<file path="src/rtl/div_unit_pkg.sv">
// div_unit_pkg
//   Shared definitions for the execute-stage divider: default operand width
//   and the 2-bit FSM state encoding used by div_unit.
package div_unit_pkg;

    localparam int DIV_WIDTH = 32;

    typedef enum logic [1:0] {
        DIV_IDLE = 2'd0,
        DIV_BUSY = 2'd1,
        DIV_DONE = 2'd2
    } div_state_t;

endpackage : div_unit_pkg

</file>
<file path="src/rtl/div_step.sv">
// div_step
//   One combinational radix-2 restoring division step.
//   Ports:
//     rem      in   WIDTH  partial remainder before the step
//     quo      in   WIDTH  dividend/quotient shift register before the step
//     divisor  in   WIDTH  divisor magnitude
//     rem_next out  WIDTH  partial remainder after the step
//     quo_next out  WIDTH  quotient shift register after the step
module div_step
    import div_unit_pkg::*;
#(
    parameter int WIDTH = DIV_WIDTH
) (
    input  logic [WIDTH-1:0] rem,
    input  logic [WIDTH-1:0] quo,
    input  logic [WIDTH-1:0] divisor,
    output logic [WIDTH-1:0] rem_next,
    output logic [WIDTH-1:0] quo_next
);

    // The shifted remainder can reach 2*divisor-1, so the compare needs one
    // extra bit. The subtraction itself fits in WIDTH bits because the
    // result is always below the divisor.
    logic [WIDTH:0] partial;
    logic           fits;

    always_comb begin
        partial  = {rem, quo[WIDTH-1]};
        fits     = (partial >= {1'b0, divisor});
        rem_next = partial[WIDTH-1:0];
        quo_next = {quo[WIDTH-2:0], 1'b0};
        if (fits) begin
            rem_next = partial[WIDTH-1:0] - divisor;
            quo_next = {quo[WIDTH-2:0], 1'b1};
        end
    end

endmodule : div_step

</file>
<file path="src/rtl/div_unit.sv">
// div_unit
//   Multi-cycle restoring divider for DIV/DIVU. Operands are converted to
//   magnitudes on issue, iterated one bit per cycle, and sign-corrected when
//   the last step completes. Results hold until the next completed divide.
//   Ports:
//     clk          in   1      rising-edge clock
//     rst          in   1      synchronous reset, active low
//     start        in   1      issue a divide (accepted only in IDLE)
//     signed_div   in   1      1 = DIV, 0 = DIVU
//     annul        in   1      abandon the current operation
//     opa          in   WIDTH  dividend
//     opb          in   WIDTH  divisor
//     stall        out  1      hold upstream pipeline stages
//     done         out  1      one-cycle result-valid pulse
//     div_by_zero  out  1      qualifies done: divisor was zero
//     hi_out       out  WIDTH  remainder
//     lo_out       out  WIDTH  quotient
module div_unit
    import div_unit_pkg::*;
#(
    parameter int WIDTH = DIV_WIDTH
) (
    input  logic             clk,
    input  logic             rst,
    input  logic             start,
    input  logic             signed_div,
    input  logic             annul,
    input  logic [WIDTH-1:0] opa,
    input  logic [WIDTH-1:0] opb,
    output logic             stall,
    output logic             done,
    output logic             div_by_zero,
    output logic [WIDTH-1:0] hi_out,
    output logic [WIDTH-1:0] lo_out
);

    localparam int             CW   = $clog2(WIDTH);
    localparam logic [CW-1:0]  LAST = CW'(WIDTH - 1);

    div_state_t       state;
    div_state_t       next_state;
    logic [CW-1:0]    count;
    logic [WIDTH-1:0] rem_q;
    logic [WIDTH-1:0] quo_q;
    logic [WIDTH-1:0] divisor_q;
    logic             sign_q;
    logic             sign_r;
    logic             dz_q;
    logic             load;
    logic             step_en;
    logic [WIDTH-1:0] rem_next;
    logic [WIDTH-1:0] quo_next;
    logic [WIDTH-1:0] a_mag;
    logic [WIDTH-1:0] b_mag;
    logic             b_zero;

    assign a_mag  = (signed_div && opa[WIDTH-1]) ? -opa : opa;
    assign b_mag  = (signed_div && opb[WIDTH-1]) ? -opb : opb;
    assign b_zero = (opb == '0);

    div_step #(.WIDTH(WIDTH)) u_step (
        .rem      (rem_q),
        .quo      (quo_q),
        .divisor  (divisor_q),
        .rem_next (rem_next),
        .quo_next (quo_next)
    );

    always_ff @(posedge clk) begin
        if (!rst) begin
            state <= DIV_IDLE;
        end else begin
            state <= next_state;
        end
    end

    // done/div_by_zero are suppressed when annul arrives in the DONE cycle.
    always_comb begin
        next_state  = state;
        stall       = 1'b0;
        done        = 1'b0;
        div_by_zero = 1'b0;
        load        = 1'b0;
        step_en     = 1'b0;
        case (state)
            DIV_IDLE: begin
                if (start && !annul) begin
                    stall      = 1'b1;
                    load       = 1'b1;
                    next_state = b_zero ? DIV_DONE : DIV_BUSY;
                end
            end
            DIV_BUSY: begin
                stall = 1'b1;
                if (annul) begin
                    next_state = DIV_IDLE;
                end else begin
                    step_en = 1'b1;
                    if (count == LAST) begin
                        next_state = DIV_DONE;
                    end
                end
            end
            DIV_DONE: begin
                done        = !annul;
                div_by_zero = dz_q && !annul;
                next_state  = DIV_IDLE;
            end
            default: begin
                next_state = DIV_IDLE;
            end
        endcase
    end

    // Operand latches, iteration registers and the published result.
    // Results are written only on the edge that enters DONE.
    always_ff @(posedge clk) begin
        if (!rst) begin
            count     <= '0;
            rem_q     <= '0;
            quo_q     <= '0;
            divisor_q <= '0;
            sign_q    <= 1'b0;
            sign_r    <= 1'b0;
            dz_q      <= 1'b0;
            hi_out    <= '0;
            lo_out    <= '0;
        end else if (load) begin
            count     <= '0;
            rem_q     <= '0;
            quo_q     <= a_mag;
            divisor_q <= b_mag;
            sign_q    <= signed_div & (opa[WIDTH-1] ^ opb[WIDTH-1]);
            sign_r    <= signed_div & opa[WIDTH-1];
            dz_q      <= b_zero;
            if (b_zero) begin
                lo_out <= '1;
                hi_out <= opa;
            end
        end else if (step_en) begin
            count <= count + 1'b1;
            rem_q <= rem_next;
            quo_q <= quo_next;
            if (count == LAST) begin
                lo_out <= sign_q ? -quo_next : quo_next;
                hi_out <= sign_r ? -rem_next : rem_next;
            end
        end
    end

endmodule : div_unit
</file>
<file path="config.mk">
export PLATFORM = sky130hd
export DESIGN_NAME = div_unit
export DESIGN_NICKNAME = d
export VERILOG_FILES = /design/src/rtl/div_unit_pkg.sv /design/src/rtl/div_step.sv /design/src/rtl/div_unit.sv
export SDC_FILE = /design/constraint.sdc
export NUM_CORES = 1
export LEC_CHECK = 0
export BUFFER_PORTS_ARGS = -buffer_cell sky130_fd_sc_hd__buf_2
export CORE_MARGIN = 4
export CORE_UTILIZATION = 35
export CTS_BUF_LIST = sky130_fd_sc_hd__clkbuf_16
export DETAILED_ROUTE_END_ITERATION = 8
export HOLD_SLACK_MARGIN = 0.06
export PLACE_DENSITY = 0.58
export SETUP_SLACK_MARGIN = 0.1
export SYNTH_ARGS = -nofsm -noshare
export SYNTH_HDL_FRONTEND = slang
export SYNTH_SLANG_ARGS = --single-unit
</file>
<file path="constraint.sdc">
create_clock -name clk -period 13.1 [get_ports clk]
set_input_delay 0.655 -clock clk [delete_from_list [all_inputs] [get_ports clk]]
set_output_delay 0.655 -clock clk [all_outputs]
set_load 0.01 [all_outputs]
</file>
==> impl_metrics.prom, run 1 <==
# TYPE chip_impl_metric gauge
chip_impl_metric{name="dpl.hpwl",unit="mm"} 29.8
chip_impl_metric{name="first_global_vias",unit=""} 11100
chip_impl_metric{name="leakagePower",unit="nW"} 5.24
chip_impl_metric{name="syn_avg_cell_area",unit="um^2"} 7.36
chip_impl_metric{name="design.die.area",unit="um^2"} 37100
chip_impl_metric{name="clkTransAtPathRegs",unit="ns"} 0.08
chip_impl_metric{name="netlist_area",unit="um^2"} 11900
chip_impl_metric{name="drt.antenna.violating_nets",unit=""} 0
chip_impl_metric{name="n_antenna_cell",unit=""} 0
chip_impl_metric{name="slew_violations",unit=""} 0
chip_impl_metric{name="design_area",unit="um^2"} 13400
chip_impl_metric{name="fillCellCount",unit=""} 3583
chip_impl_metric{name="finalHoldViolations",unit=""} 0
chip_impl_metric{name="synth_edf_count",unit=""} 0
chip_impl_metric{name="tritoncts_num_sinks",unit=""} 170
chip_impl_metric{name="placementRows",unit=""} 67
chip_impl_info{name="netlist.top_cell.by_area",value="sky130_fd_sc_hd__dfxtp_1"} 1
chip_impl_metric{name="antenna_violations_before_repair",unit=""} 0
chip_impl_metric{name="setup-tns-final",unit="ns"} 0
chip_impl_metric{name="fin_skew",unit="ns"} 0.0118
chip_impl_metric{name="portBuffers",unit=""} 135
chip_impl_metric{name="ioPinCount",unit=""} 136
chip_impl_metric{name="crit_path_max_fanout",unit=""} 52
chip_impl_metric{name="layout-drive-gt1-share",unit="%"} 12.5
chip_impl_metric{name="inserted_clock_buffers",unit=""} 17
chip_impl_metric{name="finalNonFillerCells",unit=""} 2138
chip_impl_metric{name="placeableCoreArea",unit="um^2"} 33500
chip_impl_info{name="post_synth_main_area_contributors",value="sky130_fd_sc_hd__dfxtp_1, sky130_fd_sc_hd__nand2_1, sky130_fd_sc_hd__nor2_1"} 1
chip_impl_info{name="clock-root-buffer",value="sky130_fd_sc_hd__clkbuf_16"} 1
chip_impl_info{name="worstSetupPathType",value="reg2reg"} 1
chip_impl_info{name="reg2reg_to",value="hi_out[30]$_SDFFE_PN0P_"} 1
chip_impl_info{name="rr_startpoint",value="divisor_q[27]$_SDFFE_PN0P_"} 1
chip_impl_metric{name="sum_of_overflow_across_all_layers_after_global_routing",unit=""} 0
chip_impl_metric{name="critical_path_arrival",unit="ns"} 6.16
chip_impl_metric{name="ctsResizeCount",unit=""} 0
chip_impl_metric{name="final_setup_viols",unit=""} 0
chip_impl_info{name="outcome",value="complete, no violations"} 1
chip_impl_info{name="timing.hold.worst_endpoint",value="divisor_q[12]$_SDFFE_PN0P_"} 1
chip_impl_metric{name="synth.distinct_cells",unit=""} 77
chip_impl_metric{name="worst_r2r_path_depth",unit=""} 22
chip_impl_metric{name="grt_max_degree",unit=""} 102
chip_impl_info{name="rsz0062_at_grt",value="false"} 1
chip_impl_metric{name="max-slew-margin-rel",unit="%"} 26.4
chip_impl_metric{name="postCtsSetupRepairBufs",unit=""} 0
chip_impl_metric{name="timing.hold.worst_path_depth",unit=""} 2
chip_impl_metric{name="placed_cell_area",unit="um^2"} 12800
chip_impl_metric{name="drv.max_cap_violation_count",unit=""} 0
chip_impl_metric{name="syn_to_final_growth",unit="%"} 12.7
chip_impl_metric{name="cp_data_required_time",unit="ns"} 13.45
chip_impl_info{name="worst_setup_sp_type",value="flip-flop"} 1
chip_impl_metric{name="netlist_instances",unit=""} 1620
chip_impl_metric{name="avgViaCountPerCell",unit=""} 5.68
chip_impl_metric{name="seq_area_frac_synth",unit="%"} 28.5
chip_impl_metric{name="routed_wl",unit="mm"} 40.3
chip_impl_metric{name="regToRegSetupSlack",unit="ns"} 7.29
chip_impl_metric{name="grt_use_met1",unit="%"} 28.8
chip_impl_metric{name="yosysWarnings",unit=""} 0
chip_impl_metric{name="met3_usage",unit="%"} 2.84
chip_impl_metric{name="finalNetCount",unit=""} 1786
chip_impl_metric{name="routed_wire_length_per_instance",unit="um"} 18.9
chip_impl_metric{name="route.detailed.drc",unit=""} 0
chip_impl_metric{name="clock_insertion_delay_worst_skew",unit="ns"} 0.44
chip_impl_metric{name="achievable-frequency",unit="MHz"} 172
chip_impl_info{name="hold_class",value="reg2reg"} 1
chip_impl_metric{name="vert_die_dim",unit="um"} 193
chip_impl_metric{name="post-route-period-util",unit="%"} 44.4
chip_impl_metric{name="grt_use_met2",unit="%"} 35.1
chip_impl_info{name="hp-start",value="divisor_q[12]$_SDFFE_PN0P_"} 1
chip_impl_info{name="cts_tree",value="built"} 1
chip_impl_metric{name="synth-seq-cells",unit=""} 170
chip_impl_metric{name="number_of_detailed_routing_iterations_run_before_antenna_repair",unit=""} 5
chip_impl_info{name="worstSetupEndpointType",value="flip-flop"} 1
chip_impl_metric{name="period_minus_slack",unit="ns"} 5.81
chip_impl_metric{name="synth_top_area_share",unit="%"} 28.5
chip_impl_metric{name="placed_instance_count",unit=""} 2107
chip_impl_info{name="gr-max-usage-layer",value="met2"} 1
chip_impl_metric{name="global_placement_routability_congestion",unit=""} 0.923
chip_impl_metric{name="worst_slew_pin_slew",unit="ns"} 1.10
chip_impl_info{name="synth_flop_cell",value="sky130_fd_sc_hd__dfxtp_1"} 1
chip_impl_metric{name="cts.path.max_buffers",unit=""} 2
chip_impl_metric{name="peakVddDrop",unit="uV"} 94.7
chip_impl_metric{name="start_util",unit="%"} 35.6
chip_impl_metric{name="groute.usage.overall",unit="%"} 21.3
chip_impl_metric{name="ys_async_sr_fraction",unit="%"} 0
chip_impl_metric{name="die_x",unit="um"} 193
chip_impl_metric{name="grt_pass1_wl",unit="mm"} 62.8
chip_impl_metric{name="net_count_synth",unit=""} 1728
chip_impl_metric{name="final_core_utilization",unit="%"} 40.1
chip_impl_metric{name="ctsHtreeMaxLevel",unit=""} 4
chip_impl_metric{name="drt-initial-drc-count",unit=""} 997
chip_impl_metric{name="pwr_density_cell",unit="nW/um^2"} 114
chip_impl_metric{name="cts_hold_buf",unit=""} 0
chip_impl_metric{name="num_vias",unit=""} 12100
-- synthesized netlist by cell type, drive strengths merged (4+ instances only) --
cell type  instances
nor4              26
dfxtp            170
a311oi            43
a21boi             4
or2                4
a211o              4
nand3             25
a221oi             8
a211oi            43
or4               15
and4               4
nand4              9
a31oi             28
nor3b              5
o41ai             10
a21o              17
o21a              10
or3               25
xor2              71
nor2             184
ha                38
mux2i             14
a21oi            129
o2111ai            5
inv               52
o31ai             20
o2111a             5
nor2b              6
and2              11
xnor2             62
o21ai            108
and3              11
nor3              42
buf               25
o211ai            19
clkbuf            84
nand2b            11
nand2            231
-- layout make-up --
class,instances,area [um^2],share of cell area [%]
inverters,52,195,1.45
multi-input cells,1289,7920,58.9
well taps,448,561,4.17
clock inverters,14,163,1.21
flip-flops and latches,170,3400,25.3
clock buffers,17,425,3.17
repair buffers,148,773,5.76
-- power breakdown --
group | leakage, nW | internal (mW) | switching (mW) | total (mW)
clock network | 0.285 | 0.285 | 0.242 | 0.527
logic | 3.57 | 0.156 | 0.301 | 0.457
registers | 1.38 | 0.533 | 0.0174 | 0.551
-- worst max path at each step --
stage | depth (start not counted) | endpoint | slack, ns | from
6_report | 22 | hi_out[30]$_SDFFE_PN0P_ | 7.29 | divisor_q[27]$_SDFFE_PN0P_
5_1_grt | 22 | hi_out[30]$_SDFFE_PN0P_ | 6.73 | divisor_q[27]$_SDFFE_PN0P_
4_1_cts | 22 | hi_out[30]$_SDFFE_PN0P_ | 7.33 | divisor_q[27]$_SDFFE_PN0P_
3_5_place_dp | 22 | hi_out[30]$_SDFFE_PN0P_ | 7.33 | divisor_q[27]$_SDFFE_PN0P_
3_3_place_gp | 22 | hi_out[30]$_SDFFE_PN0P_ | 7.54 | divisor_q[27]$_SDFFE_PN0P_
2_1_floorplan | 21 | hi_out[30]$_SDFFE_PN0P_ | 8.64 | divisor_q[28]$_SDFFE_PN0P_
-- kinds of logic after synthesis --
family / after synthesis / share of synthesized area, %
AO/OA/AOI/OAI: 484 / 27.0
XOR/XNOR: 133 / 9.77
adder cells (fa/ha/maj): 39 / 4.15
buffers and inverters: 161 / 5.38
flip-flops: 170 / 28.5
multiplexers: 17 / 1.46
AND/OR/NAND/NOR: 616 / 23.8
-- layout by cell type (no fill, tap or decap), drive strengths merged, types with 6 or more instances in the layout --
cell type / count
nor2b: 6
or3: 25
nand4: 9
o21a: 10
o211ai: 19
nand2b: 11
nand3: 25
buf: 148
and3: 11
mux2i: 14
a21oi: 129
or4: 15
o41ai: 10
xnor2: 62
a31oi: 28
o21ai: 108
a211oi: 43
a221oi: 8
o31ai: 20
nor3: 42
clkbuf: 17
xor2: 71
nor2: 184
a311oi: 43
a21o: 17
nor4: 26
ha: 38
inv: 57
dfxtp: 170
nand2: 231
and2: 11
-- per-stage QoR --
stage | hold WS (ns) | power (mW) | setup WS, ns
final | 0.460 | 1.53 | 7.29
after global routing | 0.487 | 1.61 | 6.73
after CTS | 0.459 | 1.54 | 7.33
after detailed placement | 0.450 | 1.01 | 7.33
after global placement | 0.443 | 1.01 | 7.54
after floorplan | 0.432 | 0.888 | 8.64
-- per-layer routing --
layer | share of wire [%] | vias to the layer above
met4 | 3.0 | 0
met2 | 47 | 332
li1 | - | 5966
met5 | 0 | -
met1 | 46 | 5791
met3 | 4.6 | 46
-- flip-flops by register name, summed over array words and instances, names as in the netlist --
name,flops
divisor_q,32
sign_r,1
quo_q,32
state,2
count,5
hi_out,32
lo_out,32
rem_q,32
sign_q,1
dz_q,1
-- worst max-delay path, cell delays in order (launching register included) --
cell	delay, ns
sky130_fd_sc_hd__dfxtp_1	0.33
sky130_fd_sc_hd__inv_1	0.04
sky130_fd_sc_hd__ha_1	0.42
sky130_fd_sc_hd__nand3_1	0.22
sky130_fd_sc_hd__or4_1	0.53
sky130_fd_sc_hd__or4_1	0.42
sky130_fd_sc_hd__o311ai_1	0.11
sky130_fd_sc_hd__o22a_2	0.19
sky130_fd_sc_hd__buf_4	0.49
sky130_fd_sc_hd__inv_2	0.51
sky130_fd_sc_hd__nand2_1	0.19
sky130_fd_sc_hd__o21ai_0	0.13
sky130_fd_sc_hd__inv_1	0.13
sky130_fd_sc_hd__ha_1	0.23
sky130_fd_sc_hd__nand2_1	0.11
sky130_fd_sc_hd__nor2_1	0.19
sky130_fd_sc_hd__nand3_1	0.11
sky130_fd_sc_hd__nor3_1	0.21
sky130_fd_sc_hd__a21oi_2	0.12
sky130_fd_sc_hd__nor4_4	0.44
sky130_fd_sc_hd__a31oi_1	0.17
sky130_fd_sc_hd__xnor2_1	0.15
sky130_fd_sc_hd__a221oi_1	0.24
No activity file was read; power rests on OpenSTA's default activity.
==> inputs of run 2 (changes only) <==
--- a/config.mk
+++ b/config.mk
@@ -5,6 +5,7 @@
 export SDC_FILE = /design/constraint.sdc
 export NUM_CORES = 1
 export LEC_CHECK = 0
+export ABC_AREA = 1
 export BUFFER_PORTS_ARGS = -buffer_cell sky130_fd_sc_hd__buf_2
 export CORE_MARGIN = 4
 export CORE_UTILIZATION = 35
==> constraint.sdc (replaced) <==
create_clock -name clk -period 5.7 [get_ports clk]
set_input_delay 0.285 -clock clk [delete_from_list [all_inputs] [get_ports clk]]
set_output_delay 0.285 -clock clk [all_outputs]
set_load 0.01 [all_outputs]
==> impl_metrics.prom, run 2 <==
# TYPE chip_impl_metric gauge
chip_impl_info{name="worstSetupPathType",value="reg2reg"} 1
chip_impl_info{name="most_instantiated_library_cell_after_synthesis",value="sky130_fd_sc_hd__nand2_1"} 1
chip_impl_metric{name="swShare",unit="%"} 45.7
chip_impl_metric{name="syn_avg_cell_area",unit="um^2"} 6.01
chip_impl_info{name="netlist.top_cell.by_area",value="sky130_fd_sc_hd__dfxtp_1"} 1
chip_impl_metric{name="start_util",unit="%"} 35.6
chip_impl_metric{name="fillCellCount",unit=""} 4071
chip_impl_metric{name="grt_max_degree",unit=""} 90
chip_impl_metric{name="num_vias",unit=""} 14500
chip_impl_metric{name="seq_area_frac_synth",unit="%"} 26.1
chip_impl_metric{name="cts_hold_buf",unit=""} 2
chip_impl_metric{name="fin_skew",unit="ns"} 0.0183
chip_impl_info{name="critPathTopFamily",value="simple AND/OR/NAND/NOR gates"} 1
chip_impl_info{name="cts_tree",value="built"} 1
chip_impl_metric{name="net_count_synth",unit=""} 2274
chip_impl_metric{name="leakagePower",unit="nW"} 7.28
chip_impl_metric{name="first_global_vias",unit=""} 13400
chip_impl_metric{name="pre_cts_slack",unit="ns"} 1.24
chip_impl_metric{name="max-slew-margin-rel",unit="%"} 19.4
chip_impl_metric{name="drt-initial-drc-count",unit=""} 1257
chip_impl_metric{name="finalNetCount",unit=""} 2354
chip_impl_metric{name="post-route-period-util",unit="%"} 81.1
chip_impl_metric{name="synth.distinct_cells",unit=""} 54
chip_impl_metric{name="peakVddDrop",unit="uV"} 249
chip_impl_info{name="synth_flop_cell",value="sky130_fd_sc_hd__dfxtp_1"} 1
chip_impl_metric{name="yosysWarnings",unit=""} 0
chip_impl_metric{name="grt_pass1_wl",unit="mm"} 76.9
chip_impl_metric{name="clkTransAtPathRegs",unit="ns"} 0.08
chip_impl_metric{name="synth-seq-cells",unit=""} 170
chip_impl_metric{name="number_of_detailed_routing_iterations_run_before_antenna_repair",unit=""} 5
chip_impl_metric{name="finalNonFillerCells",unit=""} 2726
chip_impl_metric{name="global_placement_routability_congestion",unit=""} 0.970
chip_impl_metric{name="placeableCoreArea",unit="um^2"} 36600
chip_impl_metric{name="clock_insertion_delay_worst_skew",unit="ns"} 0.47
chip_impl_metric{name="p_switching",unit="mW"} 1.93
chip_impl_metric{name="final_critical_path_setup_slack",unit="ns"} 1.08
chip_impl_metric{name="synth_edf_count",unit=""} 0
chip_impl_metric{name="ctsResizeCount",unit=""} 0
chip_impl_metric{name="postCtsSetupRepairBufs",unit=""} 0
chip_impl_metric{name="design.die.area",unit="um^2"} 40300
chip_impl_metric{name="netlist_instances",unit=""} 2166
chip_impl_metric{name="power.share.sequential",unit="%"} 30.0
chip_impl_info{name="critical-path-slowest-cell",value="sky130_fd_sc_hd__nor3_1"} 1
chip_impl_metric{name="n_antenna_cell",unit=""} 0
chip_impl_metric{name="holdWs",unit="ns"} 0.140
chip_impl_metric{name="sum_of_overflow_across_all_layers_after_global_routing",unit=""} 0
chip_impl_info{name="clock-root-buffer",value="sky130_fd_sc_hd__clkbuf_16"} 1
chip_impl_metric{name="placed_cell_area",unit="um^2"} 14000
chip_impl_metric{name="power.share.combinational",unit="%"} 43.3
chip_impl_metric{name="seqCellArea",unit="um^2"} 3400
chip_impl_metric{name="finalHoldViolations",unit=""} 0
chip_impl_metric{name="syn_to_final_growth",unit="%"} 11.7
chip_impl_metric{name="cts.path.max_buffers",unit=""} 2
chip_impl_metric{name="tritoncts_num_sinks",unit=""} 170
chip_impl_metric{name="drt.antenna.violating_nets",unit=""} 0
chip_impl_info{name="rr_startpoint",value="divisor_q[26]$_SDFFE_PN0P_"} 1
chip_impl_info{name="worst_setup_sp_type",value="flip-flop"} 1
chip_impl_metric{name="final_setup_viols",unit=""} 0
chip_impl_metric{name="antenna_violations_before_repair",unit=""} 0
chip_impl_info{name="worstSetupStartpoint",value="divisor_q[26]$_SDFFE_PN0P_"} 1
chip_impl_info{name="cpMostUsedCell",value="sky130_fd_sc_hd__inv_1"} 1
chip_impl_metric{name="design_area",unit="um^2"} 14500
chip_impl_metric{name="critical_path_arrival",unit="ns"} 4.97
chip_impl_metric{name="period_minus_slack",unit="ns"} 4.62
chip_impl_metric{name="achievable-frequency",unit="MHz"} 216
chip_impl_metric{name="crit_path_max_incr_delay",unit="ns"} 0.45
chip_impl_metric{name="placed_instance_count",unit=""} 2693
chip_impl_metric{name="dpl.hpwl",unit="mm"} 37.7
chip_impl_metric{name="inserted_clock_buffers",unit=""} 17
chip_impl_metric{name="slew_violations",unit=""} 0
chip_impl_metric{name="vert_die_dim",unit="um"} 201
chip_impl_metric{name="cp_data_required_time",unit="ns"} 6.05
chip_impl_info{name="ys_top_cells_by_count",value="sky130_fd_sc_hd__nand2_1, sky130_fd_sc_hd__inv_1, sky130_fd_sc_hd__nor2_1, sky130_fd_sc_hd__dfxtp_1, sky130_fd_sc_hd__nand3_1"} 1
chip_impl_info{name="outcome",value="complete, no violations"} 1
chip_impl_metric{name="route.detailed.drc",unit=""} 0
chip_impl_metric{name="placementRows",unit=""} 70
chip_impl_info{name="rsz0062_at_grt",value="false"} 1
chip_impl_metric{name="ioPinCount",unit=""} 136
chip_impl_metric{name="regToRegSetupSlack",unit="ns"} 1.08
chip_impl_metric{name="avgViaCountPerCell",unit=""} 5.31
chip_impl_metric{name="die_x",unit="um"} 201
chip_impl_metric{name="worst_slew_pin_slew",unit="ns"} 1.21
chip_impl_metric{name="layout-drive-gt1-share",unit="%"} 11.8
chip_impl_info{name="cp_cell_sequence",value="inv_1 > ha_1 > nand2_1 > nand2_1 > nand2_1 > nand2_1 > a21oi_1 > nand3_2 > a21oi_1 > ha_1 > inv_1 > nor3_1 > inv_1 > nor3_1 > nand4_1 > nor3_1 > a31oi_1 > inv_1 > o21ai_0 > a21oi_1 > or2_2 > nand4_1 > o211ai_1 > inv_1"} 1
chip_impl_info{name="most-common-layout-cells",value="sky130_fd_sc_hd__nand2_1, sky130_fd_sc_hd__inv_1, sky130_fd_sc_hd__nor2_1, sky130_fd_sc_hd__dfxtp_1, sky130_fd_sc_hd__nand3_1"} 1
chip_impl_metric{name="setup-tns-final",unit="ns"} 0
chip_impl_info{name="post_synth_main_area_contributors",value="sky130_fd_sc_hd__dfxtp_1, sky130_fd_sc_hd__nand2_1, sky130_fd_sc_hd__inv_1"} 1
chip_impl_info{name="worstSetupEndpointType",value="flip-flop"} 1
chip_impl_metric{name="ys_async_sr_fraction",unit="%"} 0
chip_impl_metric{name="routed_wl",unit="mm"} 49.1
chip_impl_metric{name="routed_wire_length_per_instance",unit="um"} 18.0
chip_impl_metric{name="pwr-share-clk",unit="%"} 26.7
chip_impl_metric{name="multiInputGateArea",unit="um^2"} 7890
chip_impl_info{name="hp-start",value="opb[18]"} 1
chip_impl_metric{name="ctsHtreeMaxLevel",unit=""} 4
chip_impl_metric{name="synth_top_area_share",unit="%"} 26.1
chip_impl_metric{name="crit_path_max_fanout",unit=""} 5
chip_impl_metric{name="power_report.internal_total",unit="mW"} 2.29
chip_impl_metric{name="portBuffers",unit=""} 135
chip_impl_metric{name="netlist_area",unit="um^2"} 13000
chip_impl_metric{name="pwr_density_cell",unit="nW/um^2"} 290
chip_impl_info{name="hold_class",value="in2reg"} 1
chip_impl_metric{name="drv.max_cap_violation_count",unit=""} 0
chip_impl_metric{name="groute.usage.overall",unit="%"} 23.8
chip_impl_info{name="mostFrequentLayoutCell",value="sky130_fd_sc_hd__nand2_1"} 1
chip_impl_metric{name="cp.buffers_inverters",unit=""} 5
==> run 2: cell types whose count changed after synthesis, sizes merged, moves of 21 or more <==
| cell | before | now |
|---|---|---|
| a211oi | 43 | 4 |
| a311oi | 43 | 0 |
| clkbuf | 84 | 63 |
| inv | 52 | 349 |
| nand2 | 231 | 591 |
| nand3 | 25 | 171 |
| nor2 | 184 | 215 |
| o211ai | 19 | 44 |
| o21ai | 108 | 131 |
| o22ai | 0 | 21 |
| or3 | 25 | 3 |
| xnor2 | 62 | 4 |
| xor2 | 71 | 29 |
==> run 2: through the flow <==
| step | utilization [%] | total power [mW] |
|---|---|---|
| after floorplan | - | 2.55 |
| final | 39.7 | 4.22 |
| after CTS | 39.7 | 4.21 |
| after detailed placement | 38.2 | 3.08 |
| after global placement | 38.2 | 3.08 |
| after global routing | 39.7 | 4.49 |
==> run 2: logic make-up after synthesis <==
kind of cell    after synthesis  synth area share (%)
compound gates              388                  17.7
xor+xnor                     33                  2.22
fa+ha+maj                    39                  3.81
buf+inv                     443                  13.4
flops                       170                  26.1
simple gates               1093                  36.8
==> run 2: routing by layer <==
metal	global-route usage (%)	vias up	routed length (um)
met3	2.92	63	2810
li1	-	7185	-
met1	33.7	6734	23000
met2	38.0	493	22000
met5	0	-	0
met4	7.28	0	1240
==> run 2: worst register-to-register path: cells and delay by family (launching register included) <==
family | cells | cell delay, ns
AO/OA/AOI/OAI | 6 | 1.24
flip-flops | 1 | 0.31
adder cells (fa/ha/maj) | 2 | 0.62
AND/OR/NAND/NOR | 11 | 1.95
buffers and inverters | 5 | 0.38
==> run 2: path summary, 6_finish.rpt <==
kind                                                    to  cells past startpoint
worst max-delay path               lo_out[30]$_SDFFE_PN0P_                     24
worst min-delay path            divisor_q[18]$_SDFFE_PN0P_                      3
worst max register to register     lo_out[30]$_SDFFE_PN0P_                     24
worst min register to register     lo_out[13]$_SDFFE_PN0P_                      2
==> run 2: area by class of cell <==
class / count / area share (%)
Sequential cell: 170 / 23.4
Tap cell: 468 / 4.03
Clock buffer: 17 / 2.93
Multi-Input combinational cell: 1553 / 54.3
Inverter: 352 / 9.11
Timing Repair Buffer: 152 / 5.56
Clock inverter: 14 / 0.688
==> run 2: power groups by stage <==
stage	combinational (mW)	sequential, mW	clock [mW]
5_1_grt	2.02	1.27	1.19
3_5_place_dp	1.79	1.29	0
3_3_place_gp	1.79	1.29	0
6_report	1.83	1.27	1.13
2_1_floorplan	1.27	1.28	0
4_1_cts	1.80	1.27	1.15
